**config.mk**
```make
export PLATFORM = sky130hd
export DESIGN_NAME = multicycle_datapath
export DESIGN_NICKNAME = d
export VERILOG_FILES = /design/src/rtl/multicycle_datapath.sv
export SDC_FILE = /design/constraint.sdc
export NUM_CORES = 2
export LEC_CHECK = 0
export CAP_MARGIN = 20
export CORE_AREA = 3 3 395 358
export DETAILED_ROUTE_END_ITERATION = 12
export DIE_AREA = 0 0 398 361
export PLACE_DENSITY = 0.71
export SLEW_MARGIN = 20
export SYNTH_ARGS = -nofsm -noshare
export SYNTH_HDL_FRONTEND = slang
export SYNTH_SLANG_ARGS = --single-unit
```
**constraint.sdc**
```tcl
create_clock -name clk -period 8.62 [get_ports clk]
set_input_delay 1.293 -clock clk [delete_from_list [all_inputs] [get_ports clk]]
set_output_delay 1.293 -clock clk [all_outputs]
set_load 0.02 [all_outputs]
```
**src/rtl/multicycle_datapath.sv**
```systemverilog
// Multi-cycle RV32I/RV32E core sharing one valid/ready memory port for fetch and data.
// Define MULTICYCLE_DATAPATH_PERF_EN to add the cycle_count/instret_count outputs.
module multicycle_datapath #(
  parameter logic [31:0] RESET_PC  = 32'h0000_0000,
  parameter int unsigned REG_COUNT = 32
) (
  input  logic        clk,
  input  logic        rst,
  output logic        mem_req,
  output logic        mem_we,
  output logic [31:0] mem_addr,
  output logic [31:0] mem_wdata,
  input  logic [31:0] mem_rdata,
  input  logic        mem_ready,
  output logic [31:0] pc_out,
  output logic        instr_retired,
  output logic        halted,
  output logic [1:0]  halt_cause
`ifdef MULTICYCLE_DATAPATH_PERF_EN
  ,
  output logic [63:0] cycle_count,
  output logic [63:0] instret_count
`endif
);
  localparam int unsigned RAW = $clog2(REG_COUNT);

  typedef enum logic [2:0] {S_FETCH, S_DECODE, S_EXECUTE, S_MEMORY, S_WRITEBACK, S_HALT} state_e;
  typedef enum logic [2:0] {OP_ADD, OP_SUB, OP_AND, OP_OR, OP_XOR, OP_SLT, OP_SLTU} alu_op_e;
  typedef enum logic [2:0] {K_ALU_R, K_ALU_I, K_LOAD, K_STORE, K_BEQ, K_BNE, K_JAL, K_JALR} kind_e;

  state_e      state_q;
  alu_op_e     op_q, op_d;
  kind_e       kind_q, kind_d;
  logic [31:0] pc_q, ir_q, a_q, b_q, imm_q, imm_d, alu_q, alu_d, target_q, target_d, mdr_q;
  logic [4:0]  rd_q;
  logic [29:0] mem_addr_q;
  logic [31:0] mem_wdata_q;
  logic        mem_req_q, mem_we_q, retired_q, halted_q;
  logic [1:0]  cause_q;
  logic [31:0] rf_q [REG_COUNT];

  logic [6:0]  opcode, f7;
  logic [2:0]  f3;
  logic [4:0]  rs1, rs2, rd;
  logic        legal_d, use_rs1, use_rs2, use_rd, taken_d;
  logic [31:0] rs1_val, rs2_val, opb, pc4, wb_data, wb_pc;

  assign opcode = ir_q[6:0];
  assign rd     = ir_q[11:7];
  assign f3     = ir_q[14:12];
  assign rs1    = ir_q[19:15];
  assign rs2    = ir_q[24:20];
  assign f7     = ir_q[31:25];

  always_comb begin
    legal_d = 1'b1;
    kind_d  = K_ALU_R;
    op_d    = OP_ADD;
    imm_d   = '0;
    use_rs1 = 1'b0;
    use_rs2 = 1'b0;
    use_rd  = 1'b0;
    case (opcode)
      7'b0110011: begin
        use_rs1 = 1'b1; use_rs2 = 1'b1; use_rd = 1'b1;
        case ({f7, f3})
          {7'h00, 3'b000}: op_d = OP_ADD;
          {7'h20, 3'b000}: op_d = OP_SUB;
          {7'h00, 3'b111}: op_d = OP_AND;
          {7'h00, 3'b110}: op_d = OP_OR;
          {7'h00, 3'b100}: op_d = OP_XOR;
          {7'h00, 3'b010}: op_d = OP_SLT;
          {7'h00, 3'b011}: op_d = OP_SLTU;
          default:         legal_d = 1'b0;
        endcase
      end
      7'b0010011: begin
        kind_d = K_ALU_I; use_rs1 = 1'b1; use_rd = 1'b1;
        imm_d  = {{20{ir_q[31]}}, ir_q[31:20]};
        case (f3)
          3'b000:  op_d = OP_ADD;
          3'b111:  op_d = OP_AND;
          3'b110:  op_d = OP_OR;
          3'b100:  op_d = OP_XOR;
          3'b010:  op_d = OP_SLT;
          3'b011:  op_d = OP_SLTU;
          default: legal_d = 1'b0;
        endcase
      end
      7'b0000011: begin
        kind_d = K_LOAD; use_rs1 = 1'b1; use_rd = 1'b1;
        imm_d  = {{20{ir_q[31]}}, ir_q[31:20]};
        legal_d = (f3 == 3'b010);
      end
      7'b0100011: begin
        kind_d = K_STORE; use_rs1 = 1'b1; use_rs2 = 1'b1;
        imm_d  = {{20{ir_q[31]}}, ir_q[31:25], ir_q[11:7]};
        legal_d = (f3 == 3'b010);
      end
      7'b1100011: begin
        kind_d = (f3 == 3'b001) ? K_BNE : K_BEQ;
        use_rs1 = 1'b1; use_rs2 = 1'b1;
        imm_d  = {{19{ir_q[31]}}, ir_q[31], ir_q[7], ir_q[30:25], ir_q[11:8], 1'b0};
        legal_d = (f3 == 3'b000) || (f3 == 3'b001);
      end
      7'b1101111: begin
        kind_d = K_JAL; use_rd = 1'b1;
        imm_d  = {{11{ir_q[31]}}, ir_q[31], ir_q[19:12], ir_q[20], ir_q[30:21], 1'b0};
      end
      7'b1100111: begin
        kind_d = K_JALR; use_rs1 = 1'b1; use_rd = 1'b1;
        imm_d  = {{20{ir_q[31]}}, ir_q[31:20]};
        legal_d = (f3 == 3'b000);
      end
      default: legal_d = 1'b0;
    endcase
    // Only fields the format actually uses are range-checked (RV32E)
    if ((use_rs1 && 32'(rs1) >= REG_COUNT) || (use_rs2 && 32'(rs2) >= REG_COUNT) ||
        (use_rd && 32'(rd) >= REG_COUNT))
      legal_d = 1'b0;
  end

  always_comb begin
    rs1_val = '0;
    rs2_val = '0;
    if (rs1 != 5'd0 && 32'(rs1) < REG_COUNT) rs1_val = rf_q[rs1[RAW-1:0]];
    if (rs2 != 5'd0 && 32'(rs2) < REG_COUNT) rs2_val = rf_q[rs2[RAW-1:0]];
  end

  always_comb begin
    opb = (kind_q == K_ALU_R) ? b_q : imm_q;
    case (op_q)
      OP_SUB:  alu_d = a_q - opb;
      OP_AND:  alu_d = a_q & opb;
      OP_OR:   alu_d = a_q | opb;
      OP_XOR:  alu_d = a_q ^ opb;
      OP_SLT:  alu_d = {31'd0, $signed(a_q) < $signed(opb)};
      OP_SLTU: alu_d = {31'd0, a_q < opb};
      default: alu_d = a_q + opb;
    endcase
    pc4      = pc_q + 32'd4;
    target_d = (kind_q == K_JALR) ? ((a_q + imm_q) & ~32'd1) : (pc_q + imm_q);
    case (kind_q)
      K_BEQ:          taken_d = (a_q == b_q);
      K_BNE:          taken_d = (a_q != b_q);
      K_JAL, K_JALR:  taken_d = 1'b1;
      default:        taken_d = 1'b0;
    endcase
    wb_data = (kind_q == K_LOAD) ? mdr_q :
              (kind_q == K_JAL || kind_q == K_JALR) ? pc4 : alu_q;
    wb_pc   = (kind_q == K_JAL || kind_q == K_JALR) ? target_q : pc4;
  end

  always_ff @(posedge clk) begin
    if (rst) begin
      state_q     <= S_FETCH;
      pc_q        <= RESET_PC;
      ir_q        <= '0;
      a_q         <= '0;
      b_q         <= '0;
      imm_q       <= '0;
      alu_q       <= '0;
      target_q    <= '0;
      mdr_q       <= '0;
      rd_q        <= '0;
      op_q        <= OP_ADD;
      kind_q      <= K_ALU_R;
      mem_req_q   <= 1'b0;
      mem_we_q    <= 1'b0;
      mem_addr_q  <= RESET_PC[31:2];
      mem_wdata_q <= '0;
      retired_q   <= 1'b0;
      halted_q    <= 1'b0;
      cause_q     <= 2'b00;
      for (int unsigned i = 0; i < REG_COUNT; i++) rf_q[i] <= '0;
    end else begin
      retired_q <= 1'b0;
      case (state_q)
        S_FETCH: begin
          // First cycle after reset issues the request; later fetches arrive with it already raised
          if (!mem_req_q) begin
            mem_req_q  <= 1'b1;
            mem_addr_q <= pc_q[31:2];
          end else if (mem_ready) begin
            ir_q      <= mem_rdata;
            mem_req_q <= 1'b0;
            state_q   <= S_DECODE;
          end
        end
        S_DECODE: begin
          if (!legal_d) begin
            halted_q <= 1'b1;
            cause_q  <= 2'b01;
            state_q  <= S_HALT;
          end else begin
            a_q     <= rs1_val;
            b_q     <= rs2_val;
            imm_q   <= imm_d;
            op_q    <= op_d;
            kind_q  <= kind_d;
            rd_q    <= rd;
            state_q <= S_EXECUTE;
          end
        end
        S_EXECUTE: begin
          if (taken_d && target_d[1:0] != 2'b00) begin
            halted_q <= 1'b1;
            cause_q  <= 2'b11;
            state_q  <= S_HALT;
          end else if (kind_q == K_BEQ || kind_q == K_BNE) begin
            pc_q       <= taken_d ? target_d : pc4;
            mem_addr_q <= taken_d ? target_d[31:2] : pc4[31:2];
            mem_req_q  <= 1'b1;
            retired_q  <= 1'b1;
            state_q    <= S_FETCH;
          end else if (kind_q == K_LOAD || kind_q == K_STORE) begin
            if (alu_d[1:0] != 2'b00) begin
              halted_q <= 1'b1;
              cause_q  <= 2'b10;
              state_q  <= S_HALT;
            end else begin
              mem_req_q   <= 1'b1;
              mem_we_q    <= (kind_q == K_STORE);
              mem_addr_q  <= alu_d[31:2];
              mem_wdata_q <= b_q;
              state_q     <= S_MEMORY;
            end
          end else begin
            alu_q    <= alu_d;
            target_q <= target_d;
            state_q  <= S_WRITEBACK;
          end
        end
        S_MEMORY: begin
          if (mem_ready) begin
            mem_we_q <= 1'b0;
            if (kind_q == K_STORE) begin
              pc_q       <= pc4;
              mem_addr_q <= pc4[31:2];
              retired_q  <= 1'b1;
              state_q    <= S_FETCH;
            end else begin
              mem_req_q <= 1'b0;
              mdr_q     <= mem_rdata;
              state_q   <= S_WRITEBACK;
            end
          end
        end
        S_WRITEBACK: begin
          if (rd_q != 5'd0) rf_q[rd_q[RAW-1:0]] <= wb_data;
          pc_q       <= wb_pc;
          mem_addr_q <= wb_pc[31:2];
          mem_req_q  <= 1'b1;
          retired_q  <= 1'b1;
          state_q    <= S_FETCH;
        end
        default: ;
      endcase
    end
  end

  assign mem_req       = mem_req_q;
  assign mem_we        = mem_we_q;
  assign mem_addr      = {mem_addr_q, 2'b00};
  assign mem_wdata     = mem_wdata_q;
  assign pc_out        = pc_q;
  assign instr_retired = retired_q;
  assign halted        = halted_q;
  assign halt_cause    = cause_q;

`ifdef MULTICYCLE_DATAPATH_PERF_EN
  logic [63:0] cycle_q, instret_q;
  always_ff @(posedge clk) begin
    if (rst) begin
      cycle_q   <= '0;
      instret_q <= '0;
    end else begin
      cycle_q <= cycle_q + 64'd1;
      if (retired_q) instret_q <= instret_q + 64'd1;
    end
  end
  assign cycle_count   = cycle_q;
  assign instret_count = instret_q;
`endif
endmodule

```
==> run_results.csv <==
group,metric,value,unit
run_status,status,"finished, final reports clean",
pwr,clock_network_power_share,42.1,%
timing,timing_worst_slew_pin_value,1190,ps
final_layout,layout-drive-gt1-share,20.0,%
critical_path,critical_path_peak_fanout,34,
global_routing,global_route_wire_length_before_repair,414,mm
yosys,sequential_fraction_of_the_synthesis_area,49.6,%
global_routing,first_global_vias,56600,
final_layout,regArea,37500,sq um
pwr,p_comb_share,9.3,%
pwr,power_density,182,nW/um^2
pwr,p_leak,27.5,nW
route,initial_drc_count,10500,
placement,place.gp.congestion,0.981,
yosys,synth_top_flop_cell,"edfxtp_1",
yosys,syn_inst,6423,
pwr,p_sw_share,24.4,%
floorplan,die_area,144000,sq um
route,post_drt_wl_per_cell,35.4,um
route,wirelength_met1,107,mm
route,drcViolationCount,0,
floorplan,die-height,361,um
critical_path,capturing_element_type_of_the_critical_path,"flop",
timing,hold_viol,0,
route,drt_first_pass_iters,8,
yosys,ys_async_sr_fraction,0,%
clocking,clk_latency,810,ps
floorplan,die_w,398,um
yosys,synth.avg_cell_area,11.8,sq um
final_layout,mostFrequentLayoutCells,"1381 x nor2_1, 1024 x edfxtp_1, 640 x mux4_2, 410 x nand2_1, 326 x dfxtp_1",
global_routing,globalRouteOverflowTotal,0,
clocking,root_buffer,"clkbuf_16",
floorplan,rows,129,
yosys,synthesis.yosys.warnings,0,
yosys,mappedNetlistArea,75600,sq um
floorplan,floorplan.core_area,137000,sq um
final_layout,final.fill_count,10500,
placement,placement.io_buffers,134,
pwr,vdd.ir_drop.worst,225,uV
timing,relSlewSlack,20.5,%
yosys,ys_seq_elements,1361,
route,route.antenna.remaining_nets,0,
critical_path,cp.arrival,6810,ps
critical_path,crit_type,"flop to flop",
timing,fmax,0.165,GHz
route,wirelength,294,mm
timing,report.final.slew_viol_count,0,
yosys,synth_top_area_cells,"edfxtp_1 41%, mux4_2 19%, dfxtp_1 8.9%, nor2_1 6.9%, ha_1 2.6%",
clocking,cts_resized,0,
timing,grt_setup_unrepaired,"no",
floorplan,effective_utilization_at_floorplan,55.0,%
pwr,p_switching,0.00372,W
route,post_drt_via_cell_ratio,7.17,
timing,post-route-period-util,70.4,%
critical_path,timing.critical_path.required,9360,ps
final_layout,most_common_library_cell_in_the_layout_ignoring_fill_and_taps,"nor2_1",
final_layout,multiInputGateArea,35900,sq um
critical_path,worstSetupStartpointType,"flop",
clocking,postCtsSetupRepairBufs,0,
timing,setup-tns-final,0,ps
route,met2WireLength,120,mm
clocking,cts_clk_pin_slew_worst_paths,60,ps
timing,setup_viol,0,
global_routing,grt_use_total,40.5,%
placement,place.detailed.instances,8023,
timing,finClkSkew,54.1,ps
worst_hold_path,hold_path.class,"flop to flop",
final_layout,nNetsFinal,6535,
placement,hpwl,187,mm
floorplan,design.portCount,137,
yosys,synth_area_leader_cell,"edfxtp_1",
pwr,seq_power_share,48.5,%
global_routing,grt_antenna_before_repair,22,
timing,final_period_demand_of_the_worst_path,6070,ps
final_layout,area_delta_synth_final,10.8,%
final_layout,post_layout_nonfiller_instances,8292,
yosys,synth.lib_cells_used.distinct,90,
pwr,power.internal,0.0115,W
clocking,cts_buffers,145,
global_routing,largest_net_degree_at_the_start_of_global_routing,154,
route,wl_met3,49.2,mm
clocking,clock_tree.buffer_depth,3,
yosys,synth_enable_flop_cells,1024,
route,via_count,59500,
clocking,h-tree-depth,4,
clocking,ctsHoldBuffers,0,
job,maxCapViolCount,0,
clocking,cts_tree,"built",
yosys,synth_largest_type_area_fraction,40.7,%
clocking,clock-sinks,1361,
route,maxUsedRoutingLayer,"met5",
==> per-stage QoR <==
step | worst slack [ps] | utilization [%] | hold slack (ps) | area, sq um | power, W
CTS | 2730 | 60.9 | 458 | 83700 | 0.0152
global placement | 2770 | 57.4 | 443 | 78900 | 0.00887
floorplan | 4010 | - | 432 | 75700 | 0.00834
finish | 2550 | 61.0 | 458 | 83700 | 0.0152
detailed placement | 2720 | 57.4 | 449 | 78900 | 0.00890
global route | 2260 | 61.0 | 472 | 83700 | 0.0155
==> registers in the layout, summed over array words and instances, names as in the netlist, 2 cells and up, named ones only <==
signal      count
op_q            3
halt_cause      2
rd_q            5
alu_q          32
imm_q          21
b_q            32
target_q       32
pc_out         32
state_q         3
mdr_q          32
a_q            32
kind_q          3
rf_q         1024
mem_addr_q     30
mem_wdata      32
ir_q           32
==> power groups by stage <==
stage / clock network (W) / logic, W / registers (W)
2_1_floorplan: 0 / 0.000896 / 0.00745
3_3_place_gp: 0 / 0.00137 / 0.00750
3_5_place_dp: 0 / 0.00138 / 0.00752
4_1_cts: 0.00642 / 0.00139 / 0.00739
5_1_grt: 0.00667 / 0.00145 / 0.00741
6_report: 0.00642 / 0.00142 / 0.00740
==> layer usage <==
| metal | up-vias | global-route usage (%) |
|---|---|---|
| met5 | - | 1.06 |
| met4 | 20 | 18.9 |
| met3 | 902 | 15.6 |
| met2 | 5157 | 55.0 |
| met1 | 29500 | 57.1 |
| li1 | 23900 | - |
==> Yosys cell counts (74+ instances only) <==
library cell,count
o21ai_0,168
edfxtp_1,1024
nor2_1,1386
mux4_2,640
buf_1,74
a21oi_1,355
mux2_2,84
nand2_1,472
inv_1,120
clkbuf_1,456
a22oi_1,92
a211oi_1,90
dfxtp_1,337
ha_1,158
==> layout make-up <==
class | instances | share of cell area, %
flip-flops and latches | 1361 | 44.8
multi-input cells | 4401 | 42.9
clock buffers | 188 | 4.79
repair buffers | 305 | 3.22
well taps | 1834 | 2.74
clock inverters | 72 | 0.940
inverters | 124 | 0.557
diodes | 7 | 0.0209
==> critical path, stage by stage, from the launching register on <==
cell and delay (ps):
dfxtp_1 470, nor3_2 230, buf_4 500, mux2_2 440
ha_1 220, fa_1 450, nor2_1 140, o221ai_1 220
a21oi_2 430, nand3_1 170, a31oi_1 500, nand3_1 220
a21oi_2 660, o211ai_2 520, nor2_1 590, a32o_1 250
==> worst paths after layout <==
check	cells past startpoint	start	to	slack, ps
max	15	kind_q[0]$_SDFFE_PP0P_	mem_addr_q[20]$_SDFFE_PP0P_	2550
min	2	alu_q[18]$_SDFFE_PP0P_	alu_q[18]$_SDFFE_PP0P_	460
max reg2reg	15	kind_q[0]$_SDFFE_PP0P_	mem_addr_q[20]$_SDFFE_PP0P_	2550
min reg2reg	2	alu_q[18]$_SDFFE_PP0P_	alu_q[18]$_SDFFE_PP0P_	460
==> cells by family after synthesis <==
logic type               synth area share [%]
buffers and inverters                    3.57
adder cells (fa/ha/maj)                  2.74
other                                 0.00496
XOR/XNOR                                 1.30
flip-flops                               49.6
multiplexers                             21.2
AND/OR/NAND/NOR                          11.8
AO/OA/AOI/OAI                            9.79
Power figures use the tool's default switching activity.
